===== config.mk =====
export PLATFORM = sky130hd
export DESIGN_NAME = tile_scroll_ctrl
export DESIGN_NICKNAME = d
export VERILOG_FILES = /design/src/rtl/tile_pkg.sv /design/src/rtl/tile_tick_div.sv /design/src/rtl/tile_scroll_ctrl.sv
export SDC_FILE = /design/constraint.sdc
export NUM_CORES = 1
export LEC_CHECK = 0
export ABC_AREA = 1
export CORE_MARGIN = 4
export CORE_UTILIZATION = 55
export DETAILED_ROUTE_END_ITERATION = 7
export GPL_TIMING_DRIVEN = 0
export PLACE_DENSITY = 0.76
export SYNTH_ARGS = -nofsm -noshare
export SYNTH_HDL_FRONTEND = slang
export SYNTH_SLANG_ARGS = --single-unit

===== constraint.sdc =====
create_clock -name CLOCK_50 -period 7.1 [get_ports CLOCK_50]
set_input_delay 1.065 -clock CLOCK_50 [delete_from_list [all_inputs] [get_ports CLOCK_50]]
set_output_delay 1.065 -clock CLOCK_50 [all_outputs]
set_load 0.05 [all_outputs]

===== src/rtl/tile_pkg.sv =====
// tile_pkg: shared definitions for the piano-tiles sequencer.
//   - run-state encoding (state_t)
//   - default geometry and tick-divider timing
//   - widths of the step, score and miss counters
package tile_pkg;

   localparam int LANES_DEF     = 4;
   localparam int SONG_LEN_DEF  = 72;
   localparam int START_DIV_DEF = 12500000;
   localparam int MIN_DIV_DEF   = 3125000;
   localparam int DIV_STEP_DEF  = 1250000;

   localparam int STEP_W  = 7;
   localparam int SCORE_W = 8;
   localparam int MISS_W  = 4;

   typedef enum logic [2:0] {
      S_IDLE  = 3'd0,
      S_COUNT = 3'd1,
      S_PLAY  = 3'd2,
      S_PAUSE = 3'd3,
      S_DONE  = 3'd4,
      S_OVER  = 3'd5
   } state_t;

endpackage


===== src/rtl/tile_tick_div.sv =====
// tile_tick_div: row-period divider.
// Ports:
//   clk, reset (async, active-low)
//   en      - count this cycle (low = hold)
//   clr     - synchronous clear of the count, wins over en
//   cur_div - cycles per row, may change at run time
//   tick    - high for one cycle when the count reaches cur_div-1
module tile_tick_div #(
   parameter int DIV_W = 26
) (
   input  logic             clk,
   input  logic             reset,
   input  logic             en,
   input  logic             clr,
   input  logic [DIV_W-1:0] cur_div,
   output logic             tick
);

   logic [DIV_W-1:0] div_cnt;

   assign tick = en && !clr && (div_cnt == cur_div - DIV_W'(1));

   always_ff @(posedge clk or negedge reset) begin
      if (!reset) begin
         div_cnt <= '0;
      end else if (clr) begin
         div_cnt <= '0;
      end else if (en) begin
         div_cnt <= tick ? '0 : div_cnt + DIV_W'(1);
      end
   end

endmodule


===== src/rtl/tile_scroll_ctrl.sv =====
// tile_scroll_ctrl: game sequencer for the piano-tiles note datapath.
// Owns the scroll tick, drives the lane shift register (load / shift_en),
// judges lane keys against the outgoing row and keeps score and misses.
// Ports:
//   CLOCK_50, reset (async, active-low)
//   start, pause     - level inputs, rising edges detected here
//   keys[LANES]      - lane buttons, rising edges detected here
//   row[LANES]       - row currently leaving the shift register
//   load, shift_en   - one-cycle strobes to the shift register
//   step_idx, score, misses, state, done, win - game status
// Build option: define TILE_SPEEDUP_EN to shorten the row period by
// DIV_STEP (floored at MIN_DIV) every SPEEDUP_ROWS rows; otherwise the
// period stays at START_DIV.
module tile_scroll_ctrl
   import tile_pkg::*;
#(
   parameter int LANES          = LANES_DEF,
   parameter int SONG_LEN       = SONG_LEN_DEF,
   parameter int DIV_W          = 26,
   parameter int START_DIV      = START_DIV_DEF,
   parameter int MIN_DIV        = MIN_DIV_DEF,
   parameter int DIV_STEP       = DIV_STEP_DEF,
   parameter int SPEEDUP_ROWS   = 16,
   parameter int COUNTDOWN_ROWS = 3,
   parameter int MAX_MISSES     = 8
) (
   input  logic               CLOCK_50,
   input  logic               reset,
   input  logic               start,
   input  logic               pause,
   input  logic [LANES-1:0]   keys,
   input  logic [LANES-1:0]   row,
   output logic               load,
   output logic               shift_en,
   output logic [STEP_W-1:0]  step_idx,
   output logic [SCORE_W-1:0] score,
   output logic [MISS_W-1:0]  misses,
   output logic [2:0]         state,
   output logic               done,
   output logic               win
);

   localparam int CD_W = (COUNTDOWN_ROWS < 2) ? 1 : $clog2(COUNTDOWN_ROWS);

   if (MIN_DIV < 1 || DIV_STEP < 0 || SPEEDUP_ROWS < 1 || START_DIV < MIN_DIV) begin : g_bad_cfg
      $error("tile_scroll_ctrl: inconsistent divider configuration");
   end

   function automatic logic [7:0] popcnt(input logic [LANES-1:0] v);
      logic [7:0] c;
      c = '0;
      for (int i = 0; i < LANES; i++) c = c + 8'(v[i]);
      return c;
   endfunction

   function automatic logic [SCORE_W-1:0] sat_score(input logic [SCORE_W-1:0] s,
                                                    input logic [7:0] inc);
      logic [8:0] sum;
      sum = 9'(s) + 9'(inc);
      return (sum > 9'((1 << SCORE_W) - 1)) ? '1 : SCORE_W'(sum);
   endfunction

   function automatic logic [MISS_W-1:0] sat_miss(input logic [MISS_W-1:0] m,
                                                  input logic [7:0] inc);
      logic [8:0] sum;
      sum = 9'(m) + 9'(inc);
      return (sum > 9'((1 << MISS_W) - 1)) ? '1 : MISS_W'(sum);
   endfunction

   state_t           st, st_nxt;
   logic             start_q, pause_q;
   logic [LANES-1:0] keys_q, hit;
   logic             start_e, pause_e;
   logic [LANES-1:0] key_e;
   logic [CD_W-1:0]  cd_cnt;
   logic [DIV_W-1:0] cur_div;
   logic             tick, playing, play_tick, last_row, cd_last, over_hit;
   logic [LANES-1:0] judge_hit, judge_bad, flags_upd, tick_miss;
   logic             load_d, shift_d;

   assign start_e = start & ~start_q;
   assign pause_e = pause & ~pause_q;
   assign key_e   = keys & ~keys_q;

   tile_tick_div #(.DIV_W(DIV_W)) u_div (
      .clk     (CLOCK_50),
      .reset   (reset),
      .en      ((st == S_COUNT) || (st == S_PLAY)),
      .clr     (start_e),
      .cur_div (cur_div),
      .tick    (tick)
   );

   // Keys are judged against the outgoing row first; the tick's miss check
   // then sees the flags including any hit landed in the same cycle.
   assign playing   = (st == S_PLAY) && !start_e;
   assign play_tick = playing && tick;
   assign judge_hit = playing ? (key_e & row & ~hit) : '0;
   assign judge_bad = playing ? (key_e & ~(row & ~hit)) : '0;
   assign flags_upd = hit | judge_hit;
   assign tick_miss = play_tick ? (row & ~flags_upd) : '0;
   assign last_row  = (step_idx == STEP_W'(SONG_LEN - 1));
   assign cd_last   = (cd_cnt == CD_W'(COUNTDOWN_ROWS - 1));
   assign over_hit  = (int'(misses) >= MAX_MISSES);

   always_ff @(posedge CLOCK_50 or negedge reset) begin
      if (!reset) st <= S_IDLE;
      else        st <= st_nxt;
   end

   always_comb begin
      st_nxt = st;
      case (st)
         S_IDLE, S_DONE, S_OVER: if (start_e) st_nxt = S_COUNT;
         S_COUNT: begin
            if (start_e)              st_nxt = S_COUNT;
            else if (tick && cd_last) st_nxt = S_PLAY;
         end
         S_PLAY: begin
            if (start_e)                st_nxt = S_COUNT;
            else if (over_hit)          st_nxt = S_OVER;
            else if (tick && last_row)  st_nxt = S_DONE;
            else if (pause_e)           st_nxt = S_PAUSE;
         end
         S_PAUSE: begin
            if (start_e)      st_nxt = S_COUNT;
            else if (pause_e) st_nxt = S_PLAY;
         end
         default: st_nxt = S_IDLE;
      endcase
   end

   always_comb begin
      done    = (st == S_DONE) || (st == S_OVER);
      win     = (st == S_DONE);
      load_d  = start_e;
      shift_d = play_tick;
   end

   assign state = st;

   always_ff @(posedge CLOCK_50 or negedge reset) begin
      if (!reset) begin
         start_q  <= 1'b0;
         pause_q  <= 1'b0;
         keys_q   <= '0;
         load     <= 1'b0;
         shift_en <= 1'b0;
         step_idx <= '0;
         score    <= '0;
         misses   <= '0;
         hit      <= '0;
         cd_cnt   <= '0;
      end else begin
         start_q  <= start;
         pause_q  <= pause;
         keys_q   <= keys;
         load     <= load_d;
         shift_en <= shift_d;
         if (start_e) begin
            step_idx <= '0;
            score    <= '0;
            misses   <= '0;
            hit      <= '0;
            cd_cnt   <= '0;
         end else begin
            if (st == S_COUNT && tick) cd_cnt <= cd_last ? '0 : cd_cnt + CD_W'(1);
            if (playing) begin
               score  <= sat_score(score, popcnt(judge_hit));
               misses <= sat_miss(misses, popcnt(judge_bad) + popcnt(tick_miss));
               hit    <= play_tick ? '0 : flags_upd;
               if (play_tick) step_idx <= step_idx + STEP_W'(1);
            end
         end
      end
   end

`ifdef TILE_SPEEDUP_EN
   logic speed_wrap;
   assign speed_wrap = (((int'(step_idx) + 1) % SPEEDUP_ROWS) == 0);

   always_ff @(posedge CLOCK_50 or negedge reset) begin
      if (!reset) begin
         cur_div <= DIV_W'(START_DIV);
      end else if (start_e) begin
         cur_div <= DIV_W'(START_DIV);
      end else if (play_tick && speed_wrap) begin
         cur_div <= (cur_div >= DIV_W'(MIN_DIV + DIV_STEP)) ? cur_div - DIV_W'(DIV_STEP)
                                                            : DIV_W'(MIN_DIV);
      end
   end
`else
   assign cur_div = DIV_W'(START_DIV);
`endif

endmodule


# ---- Word level (Yosys, flattened, before mapping)
# Index checks and enable logic that the tools add are counted.
dict set report word_totals {
  register_bits 62
  inputBits 12
  output_inout_bits 26
  wordCells 106
}
dict set report op_classes {
  add_sub_neg 15
  order_cmp 3
  n_eq_ne 12
  muxes 31
  bitwise 15
  n_reduce_logical 18
}
# cell n
set ops {}
lappend ops {{2-to-1 mux 26 bit} 3}
lappend ops {{2-to-1 mux 4 bit} 9}
lappend ops {{2-to-1 mux 3 bit} 9}
lappend ops {{adder 26 x 1 -> 26 bit, second input constant} 1}
lappend ops {{== test 26 x 24 -> 1 bit, second input constant} 1}
lappend ops {{bitwise AND 4 bit} 6}
lappend ops {{2-to-1 mux 8 bit} 3}
lappend ops {{2-to-1 mux 7 bit} 3}
lappend ops {{inverter 4 bit} 4}
lappend ops {{adder 3 x 1 -> 4 bit} 3}
lappend ops {{case mux 3 bit (4 select lines)} 1}
lappend ops {{adder 2 x 1 -> 3 bit} 3}
lappend ops {{adder 8 x 4 -> 9 bit} 1}
lappend ops {{> comparator 9 x 8 -> 1 bit, second input constant} 1}
lappend ops {{nonzero test 2 bit} 4}
lappend ops {{adder 7 x 1 -> 7 bit, second input constant} 1}
lappend ops {{== test 7 bit, second input constant} 1}
lappend ops {{logical AND 1 bit} 7}
lappend ops {{adder 1 x 1 -> 2 bit} 3}
lappend ops {{adder 4 x 5 -> 6 bit} 1}
lappend ops {{== test 3 x 2 -> 1 bit, second input constant} 2}
lappend ops {{== test 3 bit, second input constant} 2}
lappend ops {{> comparator 6 x 4 -> 1 bit, second input constant} 1}
lappend ops {{2-to-1 mux 2 bit} 3}
lappend ops {{other kinds (17)} 21}

# ---- Depth between registers and ports, before layout
dict set report depth {
  depth_word 18
  mapped_depth 21
  depth_no_buf 21
}

# ---- Modules after synthesis
# A second synthesis with hierarchy kept.
dict set report hier_totals {
  hier_cells 837
  area_unflattened_um2 5338.9
}
# module n_inst cells_per_inst area_per_inst_um2 seq_area_each_um2
set modules_own_cells {}
lappend modules_own_cells {tile_tick_div 1 548 3034.2 650.6}
lappend modules_own_cells {tile_scroll_ctrl 1 289 2304.7 900.9}

# ---- Worst setup path after synthesis
# Ideal clock, no wire load.
dict set report synth_path {
  path_type {input port to flip-flop}
  from {input start}
  to {register misses[3]}
  arrival_time_ps 4604
  required_ps 6959
  setup_slack_ps 2355
  stages 17
  cell_sequence {nand2_1 nand2_4 clkbuf_1 nor3_1 fa_1 inv_1 fa_1 inv_1 fa_1 fa_1 inv_1 fa_1 or2_2 a21oi_1 or2_2 a21oi_1 o22ai_1}
}
dict set report synth_between {
  elab_chain_len 17
  elab_cells_between_ends 25
}
# element line
set synth_rtl {}
lappend synth_rtl {{start: declaration} tile_scroll_ctrl.sv:29} ;# input logic start,
lappend synth_rtl {{bitwise AND 1 bit (*)} tile_scroll_ctrl.sv:81} ;# assign start_e = start & ~start_q;
lappend synth_rtl {{logical NOT 1 bit} {tile_tick_div.sv:21, tile_scroll_ctrl.sv:96}}
lappend synth_rtl {{logical AND 1 bit} tile_scroll_ctrl.sv:96} ;# assign playing = (st == S_PLAY) && !start_e;
lappend synth_rtl {{2-to-1 mux 4 bit} tile_scroll_ctrl.sv:98} ;# assign judge_hit = playing ? (key_e & row & ~hit) : '0;
lappend synth_rtl {{OR 4 bit} tile_scroll_ctrl.sv:100} ;# assign flags_upd = hit | judge_hit;
lappend synth_rtl {{inverter 4 bit} tile_scroll_ctrl.sv:101} ;# assign tick_miss = play_tick ? (row & ~flags_upd) : '0;
lappend synth_rtl {{bitwise AND 4 bit} tile_scroll_ctrl.sv:101}
lappend synth_rtl {{2-to-1 mux 4 bit} tile_scroll_ctrl.sv:101}
lappend synth_rtl {{adder 1 x 1 -> 2 bit} tile_scroll_ctrl.sv:52} ;# for (int i = 0; i < LANES; i++) c = c + 8'(v[i]);
lappend synth_rtl {{adder 2 x 1 -> 3 bit} tile_scroll_ctrl.sv:52}
lappend synth_rtl {{adder 3 x 1 -> 4 bit} tile_scroll_ctrl.sv:52}
lappend synth_rtl {{adder 4 x 4 -> 5 bit} tile_scroll_ctrl.sv:170} ;# misses <= sat_miss(misses, popcnt(judge_bad) + popcnt(tick_miss));
lappend synth_rtl {{adder 4 x 5 -> 6 bit} tile_scroll_ctrl.sv:66} ;# sum = 9'(m) + 9'(inc);
lappend synth_rtl {{> comparator 6 x 4 -> 1 bit} tile_scroll_ctrl.sv:67} ;# return (sum > 9'((1 << MISS_W) - 1)) ? '1 : MISS_W'(sum);
lappend synth_rtl {{2-to-1 mux 4 bit} tile_scroll_ctrl.sv:67}
lappend synth_rtl {{2-to-1 mux 4 bit} tile_scroll_ctrl.sv:168} ;# if (playing) begin
lappend synth_rtl {{2-to-1 mux 4 bit} tile_scroll_ctrl.sv:160} ;# if (start_e) begin
lappend synth_rtl {{end signal: assignment} tile_scroll_ctrl.sv:170}
lappend synth_rtl {{end: declaration} tile_scroll_ctrl.sv:37} ;# output logic [MISS_W-1:0] misses,
# Mark *: on every way between the ends. The rest lies on a longest branch, timed or not. The select of a mux whose other input is x is not followed.
# A chain may end at the register's enable or synchronous reset.

# ---- Worst setup path in the final report
dict set report layout_path {
  from {input start}
  to {register misses[0]}
}
# The elaborated chain is that of the path after synthesis.

==> results.json <==
{
  "m1WireLength_mm": 4.16,
  "cp-startpoint": "start",
  "max_cap_viol_count": 0,
  "status": "complete, no violations",
  "setup_viol": 0,
  "cts_resized": 0,
  "hold_ws_ns": 0.519,
  "hp-class": "flip-flop to flip-flop",
  "grt_max_degree": 63,
  "die_w_um": 93.9,
  "grt_pass1_vias": 3630,
  "syn-mean-instance-area_um2": 7.58,
  "die_area_um2": 8810,
  "endpoint_kind": "flip-flop",
  "path_cells": "clkdlybuf4s50_1 > nand2_1 > nand2_4 > clkbuf_1 > nor3_1 > fa_1 > inv_1 > fa_1 > inv_1 > fa_1 > fa_1 > inv_1 > fa_1 > or2_2 > a21oi_1 > or2_2 > o21ai_0 > nand2_1",
  "hold_viol": 0,
  "slowest_delay_ns": 0.53,
  "finalCritPeriodShare_pct": 75.4,
  "routabilityCongestion": 0.880,
  "h-tree-depth": 3,
  "slowest_stage": "fa_1",
  "post_drt_wl_per_cell_um": 13.6,
  "wl_met3_um": 267,
  "holdBufCountCts": 0,
  "worstPathArrival_ns": 5.57,
  "vias": 3632,
  "r2r_setup_slack_ns": 2.49,
  "rows": 31,
  "drtIter0Drc": 177,
  "rr_worst_depth": 18,
  "relSlewSlack_pct": 46.6,
  "cts_setup_buffers": 0,
  "cp.required_ns": 7.32,
  "cellPowerDensity_nw_per_um2": 229,
  "crit_type": "input pin to flip-flop",
  "syn_area_um2": 4060,
  "clockBufferDepth": 2,
  "path_max_fanout": 10,
  "final_common_cell": "nand2_1",
  "ys_types": 38,
  "yosysSeqAreaShare_pct": 38.3,
  "root_buffer": "clkbuf_8",
  "synthesis.nets": 564,
  "clk_pin_slew_ns": 0.06,
  "antenna_found_initial": 0,
  "core_um2": 7210,
  "synth-seq-cells": 62,
  "syn_inst": 535,
  "worstSetupStartpointType": "input pin",
  "grt.total_usage_pct": 23.3,
  "clock-sinks": 62,
  "whs_path_depth": 2,
  "start_util_pct": 56.2,
  "drtAntennaViolNets": 0,
  "totalWireLength_mm": 9.30,
  "dp_hpwl_mm": 7.05,
  "io_buffers": 37,
  "synth_edf_count": 0,
  "crit_top_cell": "fa_1",
  "setup_tns_ns": 0,
  "p_leak_nw": 2.17,
  "vdd_drop_max_mv": 0.128,
  "dr_wl_met2_mm": 4.67,
  "reg2reg_to": "misses[0]",
  "fin_worst_skew_ns": 0.00540,
  "clock_latency_ns": 0.34,
  "syn2layout_area_growth_pct": 16.0,
  "drv_slew": 0,
  "r2r-start": "state[1]",
  "ioPinCount": 38,
  "post-route-min-period_ns": 5.35,
  "numCtsBuffers": 9,
  "top_layer_used": "met4",
  "most-common-layout-cells": "118 x nand2_1, 83 x inv_1, 64 x nor2_1, 62 x dfrtp_1, 36 x clkdlybuf4s50_1",
  "layout-drive-gt1-share_pct": 11.1,
  "rsz0062_at_grt": "no",
  "worst_pin_slew_ns": 0.801,
  "routed_via_density": 5.30,
  "drc_errors": 0,
  "die_h_um": 93.9,
  "async_reset_ff_share_pct": 100,
  "cts_tree": "built",
  "grt_first_pass_wirelength_mm": 16.3,
  "diodes": 0,
  "nNetsFinal": 612,
  "first_pass_iters": 5,
  "grt_overflow": 0,
  "max_freq_mhz": 187,
  "synth-main-ff-cell": "dfrtp_1",
  "crit_end": "misses[0]",
  "yosysWarnings": 0
}
-- cell usage after synthesis, types with 2 or more instances --
cell type / number / share of area [%]
nand2_1: 118 / 11
a21oi_1: 14 / 1.7
or2_2: 4 / 0.62
o21ai_1: 6 / 0.74
nor4_1: 5 / 0.77
inv_1: 83 / 7.7
o21ai_0: 29 / 3.6
inv_2: 4 / 0.37
nor3_1: 12 / 1.5
o22ai_1: 11 / 1.7
nor2_8: 2 / 0.99
nand3_1: 29 / 3.6
nand4_1: 15 / 2.3
fa_1: 8 / 3.9
nor2_1: 64 / 5.9
dfrtp_1: 62 / 38
ha_1: 9 / 2.8
nand3_2: 7 / 1.7
o22ai_2: 2 / 0.62
xor2_1: 8 / 1.7
o211ai_1: 2 / 0.37
inv_4: 2 / 0.31
a31oi_1: 4 / 0.62
nand2_4: 4 / 1.1
buf_2: 4 / 0.49
o21ai_2: 5 / 1.1
nand2_2: 4 / 0.62
nor2_2: 3 / 0.46
nor2_4: 6 / 1.7
-- where the power goes --
group	switching, W	internal, W	total, W	leakage, nW
clock network	0.000132	0.000131	0.000263	0.0821
registers	0.0000287	0.000378	0.000406	0.844
logic	0.000286	0.000120	0.000405	1.25
total	0.000446	0.000629	0.00107	2.17
-- cell families after synthesis --
group | after synthesis | share of synthesized area, %
flip-flops | 62 | 38.3
XOR/XNOR | 9 | 1.94
AO/OA/AOI/OAI | 75 | 10.8
buffers and inverters | 97 | 9.63
AND/OR/NAND/NOR | 275 | 32.6
adder cells (fa/ha/maj) | 17 | 6.73
-- layer usage --
layer / vias to the layer above / global-route usage (%)
met1: 1715 / 29.4
met4: 0 / 11.4
met3: 16 / 2.88
met5: - / 0
li1: 1831 / -
met2: 70 / 39.3
-- registers in the layout, summed over array words and instances, names as in the netlist --
name,count
start_q,1
misses,4
hit,4
pause_q,1
state,3
step_idx,7
u_div.div_cnt,26
score,8
shift_en,1
cd_cnt,2
load,1
keys_q,4
-- cell type report --
type / instances / area [µm²]
Fill cell: 631 / 2510
Multi-Input combinational cell: 376 / 2110
Sequential cell: 62 / 1550
Timing Repair Buffer: 37 / 368
Inverter: 90 / 348
Clock buffer: 12 / 145
Tap cell: 99 / 124
Buffer: 7 / 42.5
Clock inverter: 2 / 10.0
-- worst min path at each step --
stage                      to  slack, ns       from
global route           hit[0]       0.56     hit[0]
CTS                    hit[0]       0.52     hit[0]
detailed placement  misses[1]       0.51  misses[1]
finish              misses[1]       0.52  misses[1]
global placement    misses[1]       0.50  misses[1]
floorplan              hit[0]       0.49     hit[0]
-- worst max-delay path, delay by kind of cell --
kind | cells | cell delay (ns)
buffers and inverters | 5 | 1.06
and+or+nand+nor | 6 | 0.98
AOI/OAI and AO/OA | 2 | 0.27
adders and majority gates | 5 | 2.19
-- through the flow --
stage	setup slack (ns)	instance area (µm²)	total power (W)	instances	utilization [%]
floorplan	2.35	4060	0.000703	535	-
global placement	1.47	4550	0.000810	671	63.1
detailed placement	1.38	4550	0.000820	671	63.0
CTS	1.75	4700	0.00109	685	65.2
global route	1.38	4700	0.00114	685	65.2
finish	1.75	4700	0.00107	685	65.2
(Power assumes the default switching activity.)
